===== src/rtl/router_pkg.sv =====
// Types shared by the VC router arbitration blocks.
package router_pkg;

    typedef enum logic {
        ARB_IDLE   = 1'b0,
        ARB_LOCKED = 1'b1
    } arb_state_t;

endpackage


===== src/rtl/rr_pick.sv =====
// Round-robin winner select: lowest requester at or above ptr, else lowest overall.
module rr_pick #(
    parameter int unsigned NUM_INPUTS = 4,
    parameter int unsigned NUM_BITS   = $clog2(NUM_INPUTS)
) (
    input  logic [NUM_INPUTS-1:0] req,
    input  logic [NUM_BITS-1:0]   ptr,
    output logic                  any,
    output logic [NUM_BITS-1:0]   winner
);

    logic [NUM_INPUTS-1:0] masked;

    always_comb begin
        masked = '0;
        winner = '0;
        any    = |req;
        for (int i = 0; i < int'(NUM_INPUTS); i++) begin
            masked[i] = req[i] && (i >= int'(ptr));
        end
        // Downward scans leave the lowest matching index in winner.
        for (int i = int'(NUM_INPUTS) - 1; i >= 0; i--) begin
            if (req[i]) winner = NUM_BITS'(i);
        end
        if (|masked) begin
            for (int i = int'(NUM_INPUTS) - 1; i >= 0; i--) begin
                if (masked[i]) winner = NUM_BITS'(i);
            end
        end
    end

endmodule


===== src/rtl/rr_lock_arbiter.sv =====
// Round-robin arbiter with rotating pointer and optional grant lock held until release.
module rr_lock_arbiter
    import router_pkg::*;
#(
    parameter int unsigned NUM_INPUTS = 4,
    parameter int unsigned NUM_BITS   = $clog2(NUM_INPUTS),
    parameter bit          LOCK_EN    = 1'b1
) (
    input  logic                  clk,
    input  logic                  reset,
    input  logic [NUM_INPUTS-1:0] req,
    input  logic                  en,
    input  logic                  gnt_release,
    output logic                  gnt_valid,
    output logic [NUM_INPUTS-1:0] gnt_onehot,
    output logic [NUM_BITS-1:0]   gnt_index,
    output logic                  locked
);

    localparam logic [NUM_BITS-1:0] LAST_IDX = NUM_BITS'(NUM_INPUTS - 1);

    arb_state_t            state, state_nxt;
    logic [NUM_BITS-1:0]   ptr, ptr_nxt;
    logic                  valid_nxt;
    logic [NUM_INPUTS-1:0] onehot_nxt;
    logic [NUM_BITS-1:0]   index_nxt;
    logic                  any;
    logic [NUM_BITS-1:0]   winner;

    rr_pick #(
        .NUM_INPUTS (NUM_INPUTS),
        .NUM_BITS   (NUM_BITS)
    ) u_pick (
        .req    (req),
        .ptr    (ptr),
        .any    (any),
        .winner (winner)
    );

    always_ff @(posedge clk or posedge reset) begin
        if (reset) begin
            state      <= ARB_IDLE;
            ptr        <= '0;
            gnt_valid  <= 1'b0;
            gnt_onehot <= '0;
            gnt_index  <= '0;
        end else begin
            state      <= state_nxt;
            ptr        <= ptr_nxt;
            gnt_valid  <= valid_nxt;
            gnt_onehot <= onehot_nxt;
            gnt_index  <= index_nxt;
        end
    end

    // Release leaves a one-cycle bubble; a locked holder keeps its grant regardless of req.
    always_comb begin
        state_nxt  = state;
        ptr_nxt    = ptr;
        valid_nxt  = 1'b0;
        onehot_nxt = '0;
        index_nxt  = '0;
        unique case (state)
            ARB_LOCKED: begin
                if (gnt_release) begin
                    state_nxt = ARB_IDLE;
                end else begin
                    valid_nxt  = gnt_valid;
                    onehot_nxt = gnt_onehot;
                    index_nxt  = gnt_index;
                end
            end
            ARB_IDLE: begin
                if (en && any) begin
                    valid_nxt  = 1'b1;
                    index_nxt  = winner;
                    onehot_nxt = NUM_INPUTS'(1) << winner;
                    ptr_nxt    = (winner == LAST_IDX) ? '0 : winner + NUM_BITS'(1);
                    state_nxt  = LOCK_EN ? ARB_LOCKED : ARB_IDLE;
                end
            end
            default: state_nxt = ARB_IDLE;
        endcase
    end

    assign locked = (state == ARB_LOCKED);

    grant_consistent : assert property (@(posedge clk) disable iff (reset)
        $onehot0(gnt_onehot) && (gnt_onehot == (NUM_INPUTS'(gnt_valid) << gnt_index)));

endmodule

===== config.mk =====
export PLATFORM = sky130hd
export DESIGN_NAME = rr_lock_arbiter
export DESIGN_NICKNAME = d
export VERILOG_FILES = /design/src/rtl/router_pkg.sv /design/src/rtl/rr_pick.sv /design/src/rtl/rr_lock_arbiter.sv
export SDC_FILE = /design/constraint.sdc
export NUM_CORES = 1
export LEC_CHECK = 0
export ABC_AREA = 1
export CAP_MARGIN = 20
export CELL_PAD_IN_SITES_DETAIL_PLACEMENT = 1
export CELL_PAD_IN_SITES_GLOBAL_PLACEMENT = 1
export CORE_MARGIN = 2
export CORE_UTILIZATION = 36
export CTS_BUF_LIST = sky130_fd_sc_hd__clkbuf_8
export DETAILED_ROUTE_END_ITERATION = 6
export GPL_ROUTABILITY_DRIVEN = 1
export PLACE_DENSITY_LB_ADDON = 0.1
export SLEW_MARGIN = 25
export SYNTH_ARGS = -nofsm -noshare
export SYNTH_HDL_FRONTEND = slang
export SYNTH_SLANG_ARGS = --single-unit

===== constraint.sdc =====
create_clock -name clk -period 2.3 [get_ports clk]
set_input_delay 0.46 -clock clk [delete_from_list [all_inputs] [get_ports clk]]
set_output_delay 0.46 -clock clk [all_outputs]
set_load 0.005 [all_outputs]

* Word-level counts from Yosys, hierarchy flattened
Index checks and enable logic that the tools add are counted.
Cells by class: bitwise gates (word level) 1, shifts and indexed selects 1, mux-type cells 21, reductions and logical operators 7, equality and inequality tests 2, add/sub/neg operators 1, $lt $le $gt $ge 3
Operators with widths (number):
- 2-bit two-way mux | 12
- 4-bit two-way mux | 2
- 4-bit one-hot mux with 2 select lines | 1
- 4-bit OR reduction | 2
- 1-bit by 2-bit greater-or-equal comparator with 1-bit output (first input constant) | 2
- 1-bit logical AND | 4
- 1-bit one-hot mux with 2 select lines | 2
- 2-bit one-hot mux with 2 select lines | 1
- 1-bit by 2-bit left shift with 4-bit output (first input constant) | 1
- 1-bit two-way mux | 3
- 2-bit by 1-bit adder with 2-bit output (second input constant) | 1
- 2-bit == test (second input constant) | 1
- 2-bit greater-or-equal comparator (first input constant) | 1
- 2-bit inequality test (second input constant) | 1
- 2-bit AND reduction | 1
- 1-bit NOT | 1
Word-level totals: word-level logic and storage cells 41, input port bits 8, output and inout bits 8, bits in registers 10

* Depth between registers and ports, before layout
word-level depth 12, mapped depth 10, gate-level depth less buffers 10

* By module
Synthesis repeated with hierarchy kept, for this count alone.
Second synthesis, totals: cell total of the unflattened synthesis 67, area total of the unflattened synthesis 526.8 um^2
By module, submodules not included:
- rr_lock_arbiter | times used 1, seq. area each 250.2 um^2, cells each 50, area an instance 445.4 um^2
- rr_pick | times used 1, seq. area each 0.0 um^2, cells each 17, area an instance 81.3 um^2

* Least setup slack after synthesis
OpenSTA, ideal clock, no wires.
path type input-to-reg, start in req[0], end reg ptr[1], slack 0.838 ns, data arrival time 1.332 ns, library setup time 0.130 ns, stages on the path 8, buffers on the path 0, cell sequence inv_1 > nor3_1 > inv_1 > nand3_1 > inv_1 > ha_1 > nand2_1 > o21ai_0
On the way: word-level cells in the longest chain between the ends 8
RTL lines:
- from (decl) | line rr_lock_arbiter.sv:11 | input logic [NUM_INPUTS-1:0] req,
- 2-bit two-way mux | line rr_pick.sv:23 | if (req[i]) winner = NUM_BITS'(i);
- 2-bit two-way mux (4 in series) | line rr_pick.sv:27 | if (masked[i]) winner = NUM_BITS'(i);
- 2-bit two-way mux | line rr_pick.sv:25 | if (|masked) begin
- 2-bit by 1-bit adder with 2-bit output or 2-bit == test (tied branches) | line rr_lock_arbiter.sv:78 | ptr_nxt = (winner == LAST_IDX) ? '0 : winner + NUM_BITS'(1);
- 2-bit two-way mux | line rr_lock_arbiter.sv:78
- to (signal assigned) | line rr_lock_arbiter.sv:49 | ptr <= ptr_nxt;
- to (decl) | line rr_lock_arbiter.sv:23 | logic [NUM_BITS-1:0] ptr, ptr_nxt;
Several ways; a longest one is shown, not always the timed one. A chain may end at the register's enable or synchronous reset.

* Worst setup path in the final report
start in req[2], end reg ptr[1]
On the way: word-level cells in the longest chain between the ends 10
RTL lines (line):
- 2-bit two-way mux (3 in series) | rr_pick.sv:23
- 2-bit two-way mux (4 in series) | rr_pick.sv:27
- 2-bit two-way mux | rr_pick.sv:25
- 2-bit by 1-bit adder with 2-bit output or 2-bit == test (tied branches) | rr_lock_arbiter.sv:78
- 2-bit two-way mux | rr_lock_arbiter.sv:78
Several ways; a longest one is shown, not always the timed one.

==> impl_metrics.json <==
{
  "postRouteAntennaNets": 0,
  "grt_pass1_wl_um": 2150,
  "hold_viol": 0,
  "critical_path.startpoint_type": "input pin",
  "ir_drop_mv": 0.587,
  "cts_max_path_buffers": 2,
  "coreArea_um2": 1330,
  "nets": 94,
  "antenna_cells": 0,
  "synthToLayoutAreaGrowth_pct": 42.2,
  "ys_top_cells_by_area": "dfrtp_1, nand2_1, ha_1",
  "fin_tns_setup_ns": 0,
  "tightest_slew_ns": 0.519,
  "vias_per_cell": 4.89,
  "fmaxAchievable_mhz": 529,
  "synth_enable_flop_cells": 0,
  "clk_pin_slew_ns": 0.05,
  "powerDensity_nw_per_um2": 911,
  "syn_nets": 74,
  "multi_input_area_um2": 243,
  "antenna_found_initial": 0,
  "yosys_most_used_dff": "dfrtp_1",
  "yosys_warnings": 0,
  "final_max_slew_viol_count": 0,
  "clockRootBuffer": "clkbuf_8",
  "grtUsageTotal": 0.166,
  "io_pins": 16,
  "synthArstFlopShare": 1.00,
  "criticalPathCategory": "input pin to flip-flop",
  "cpMostUsedCell": "nand2_1",
  "synth_mux_area_frac": 0,
  "maxCapViolations": 0,
  "die-width_um": 42.4,
  "status": "finished clean",
  "syn-instance-count": 62,
  "postCtsSetupBuffers": 0,
  "num_vias": 469,
  "synthTopCellsByCount": "nand2_1, dfrtp_1, inv_1, nor2_1",
  "crit_fanout": 5,
  "synth_compound_area_frac": 0.142,
  "syn_area_um2": 531,
  "ctsHtreeMaxLevel": 1,
  "maxSlewHeadroom": 0.653,
  "clock_latency_ns": 0.24,
  "dieHeight_um": 42.4,
  "portBuffers": 15,
  "worst_path_max_delay_cell": "clkdlybuf4s50_1",
  "rsz0062_at_grt": "no",
  "grt_max_degree": 11,
  "synth-adder-area-share": 0.0943,
  "layout-drive-gt1-share": 0.0988,
  "regArea_um2": 250,
  "gr-total-overflow": 0,
  "dp_hpwl_um": 1030,
  "clkSinkCount": 10,
  "yosysMostFrequentCell": "nand2_1",
  "rows": 13,
  "fill_cells": 156,
  "firstDrtPassIters": 2,
  "p_leak_nw": 0.384,
  "slowest_delay_ns": 0.55,
  "synth_simple_gate_area_frac": 0.222,
  "die_area_um2": 1800,
  "cts_tree": "done",
  "arrival_ns": 2.01,
  "fin_crit_ns": 1.89,
  "drtIter0Drc": 1,
  "hold_class": "flip-flop to flip-flop",
  "yosysTopAreaCell": "dfrtp_1",
  "yosys.area.top_type_share": 0.472,
  "ys_ff_latch": 10,
  "grt_pass1_vias": 500,
  "setup_viol": 0,
  "fin_area_um2": 754,
  "fin_crit_sh": 0.822,
  "gp_congestion": 0.680,
  "ctsResizeCount": 0,
  "synth_top_family_by_area": "simple AND/OR/NAND/NOR gates",
  "postCtsHoldBufs": 0,
  "clock_skew_ns": 0.00411,
  "drc": 0,
  "wl_per_cell_um": 13.4,
  "cp.required_ns": 2.42,
  "placed_area_um2": 699,
  "wl_um": 1280,
  "numCtsBuffers": 3,
  "synth_xor_area_frac": 0,
  "synth_cell_types": 15,
  "synth_seq_area_share": 0.472,
  "end_kind": "flip-flop",
  "initial_core_util": 0.398,
  "avgSynthCellArea_um2": 8.56,
  "cp_cell_sequence": "clkdlybuf4s50_1 > inv_1 > nand2_1 > nand2_1 > nand2_1 > nand2_1 > nand3_1 > inv_1 > ha_1 > nand2_1 > o21ai_0"
}
-- worst max-delay path: cells and delay by family --
family	cells	cell delay (ns)
buf+inv	3	0.71
simple gates	6	0.48
fa+ha+maj	1	0.29
compound gates	1	0.07
-- cell families after synthesis --
kind of cell             count (synthesis)
buffers and inverters                   10
flip-flops                              10
AND/OR/NAND/NOR                         29
AO/OA/AOI/OAI                            9
adder cells (fa/ha/maj)                  4
-- flip-flops by register name (all words and copies together) (netlist names) --
register,count
gnt_onehot,4
gnt_index,2
ptr,2
gnt_valid,1
locked,1
-- area by class of cell --
type	count	share of cell area
flip-flops and latches	10	0.332
multi-input cells	42	0.322
repair buffers	15	0.199
clock buffers	4	0.0730
inverters	10	0.0498
well taps	15	0.0249
-- worst paths after layout --
check / end / slack, ns / start / cells after the start
worst max-delay path: ptr[1]$_DFFE_PP0P_ / 0.41 / req[2] / 11
worst min register to register: gnt_index[1]$_DFFE_PP0P_ / 0.48 / gnt_index[1]$_DFFE_PP0P_ / 2
min in group asynchronous: gnt_onehot[3]$_DFFE_PP0P_ / 0.50 / reset / 2
worst max register to register: ptr[1]$_DFFE_PP0P_ / 0.72 / ptr[1]$_DFFE_PP0P_ / 7
worst min-delay path: gnt_index[1]$_DFFE_PP0P_ / 0.48 / gnt_index[1]$_DFFE_PP0P_ / 2
max in group asynchronous: gnt_index[1]$_DFFE_PP0P_ / 1.52 / reset / 2
-- per-layer routing --
layer / GRT usage / vias up / share of wire
li1: - / 234 / -
met1: 0.188 / 216 / 0.42
met2: 0.265 / 14 / 0.49
met3: 0.0776 / 5 / 0.058
met4: 0.0750 / 0 / 0.026
met5: 0 / - / 0
-- through the flow --
| step | total power, mW | cells | hold WS, ns | util | worst slack [ns] |
|---|---|---|---|---|---|
| final | 0.687 | 96 | 0.483 | 0.566 | 0.408 |
| after global routing | 0.736 | 96 | 0.502 | 0.566 | 0.304 |
| after CTS | 0.698 | 96 | 0.488 | 0.566 | 0.414 |
| after detailed placement | 0.466 | 92 | 0.475 | 0.524 | 0.159 |
| after global placement | 0.455 | 92 | 0.463 | 0.524 | 0.207 |
| after floorplan | 0.364 | 62 | 0.300 | - | 0.838 |
-- cell usage in the layout, fill, tap and decap left out, types with 2 or more instances in the layout --
| cell | count |
|---|---|
| a22o_1 | 4 |
| nand3_1 | 2 |
| dfrtp_1 | 10 |
| nand2_1 | 19 |
| inv_1 | 9 |
| ha_1 | 4 |
| o21ai_0 | 2 |
| clkbuf_8 | 4 |
| nor2_1 | 5 |
| clkdlybuf4s50_1 | 15 |
-- power breakdown --
group / switching, mW / internal (mW)
logic: 0.112 / 0.103
clock network: 0.0751 / 0.151
registers: 0.0301 / 0.216
Note: power is estimated with default switching activity, not from simulation.
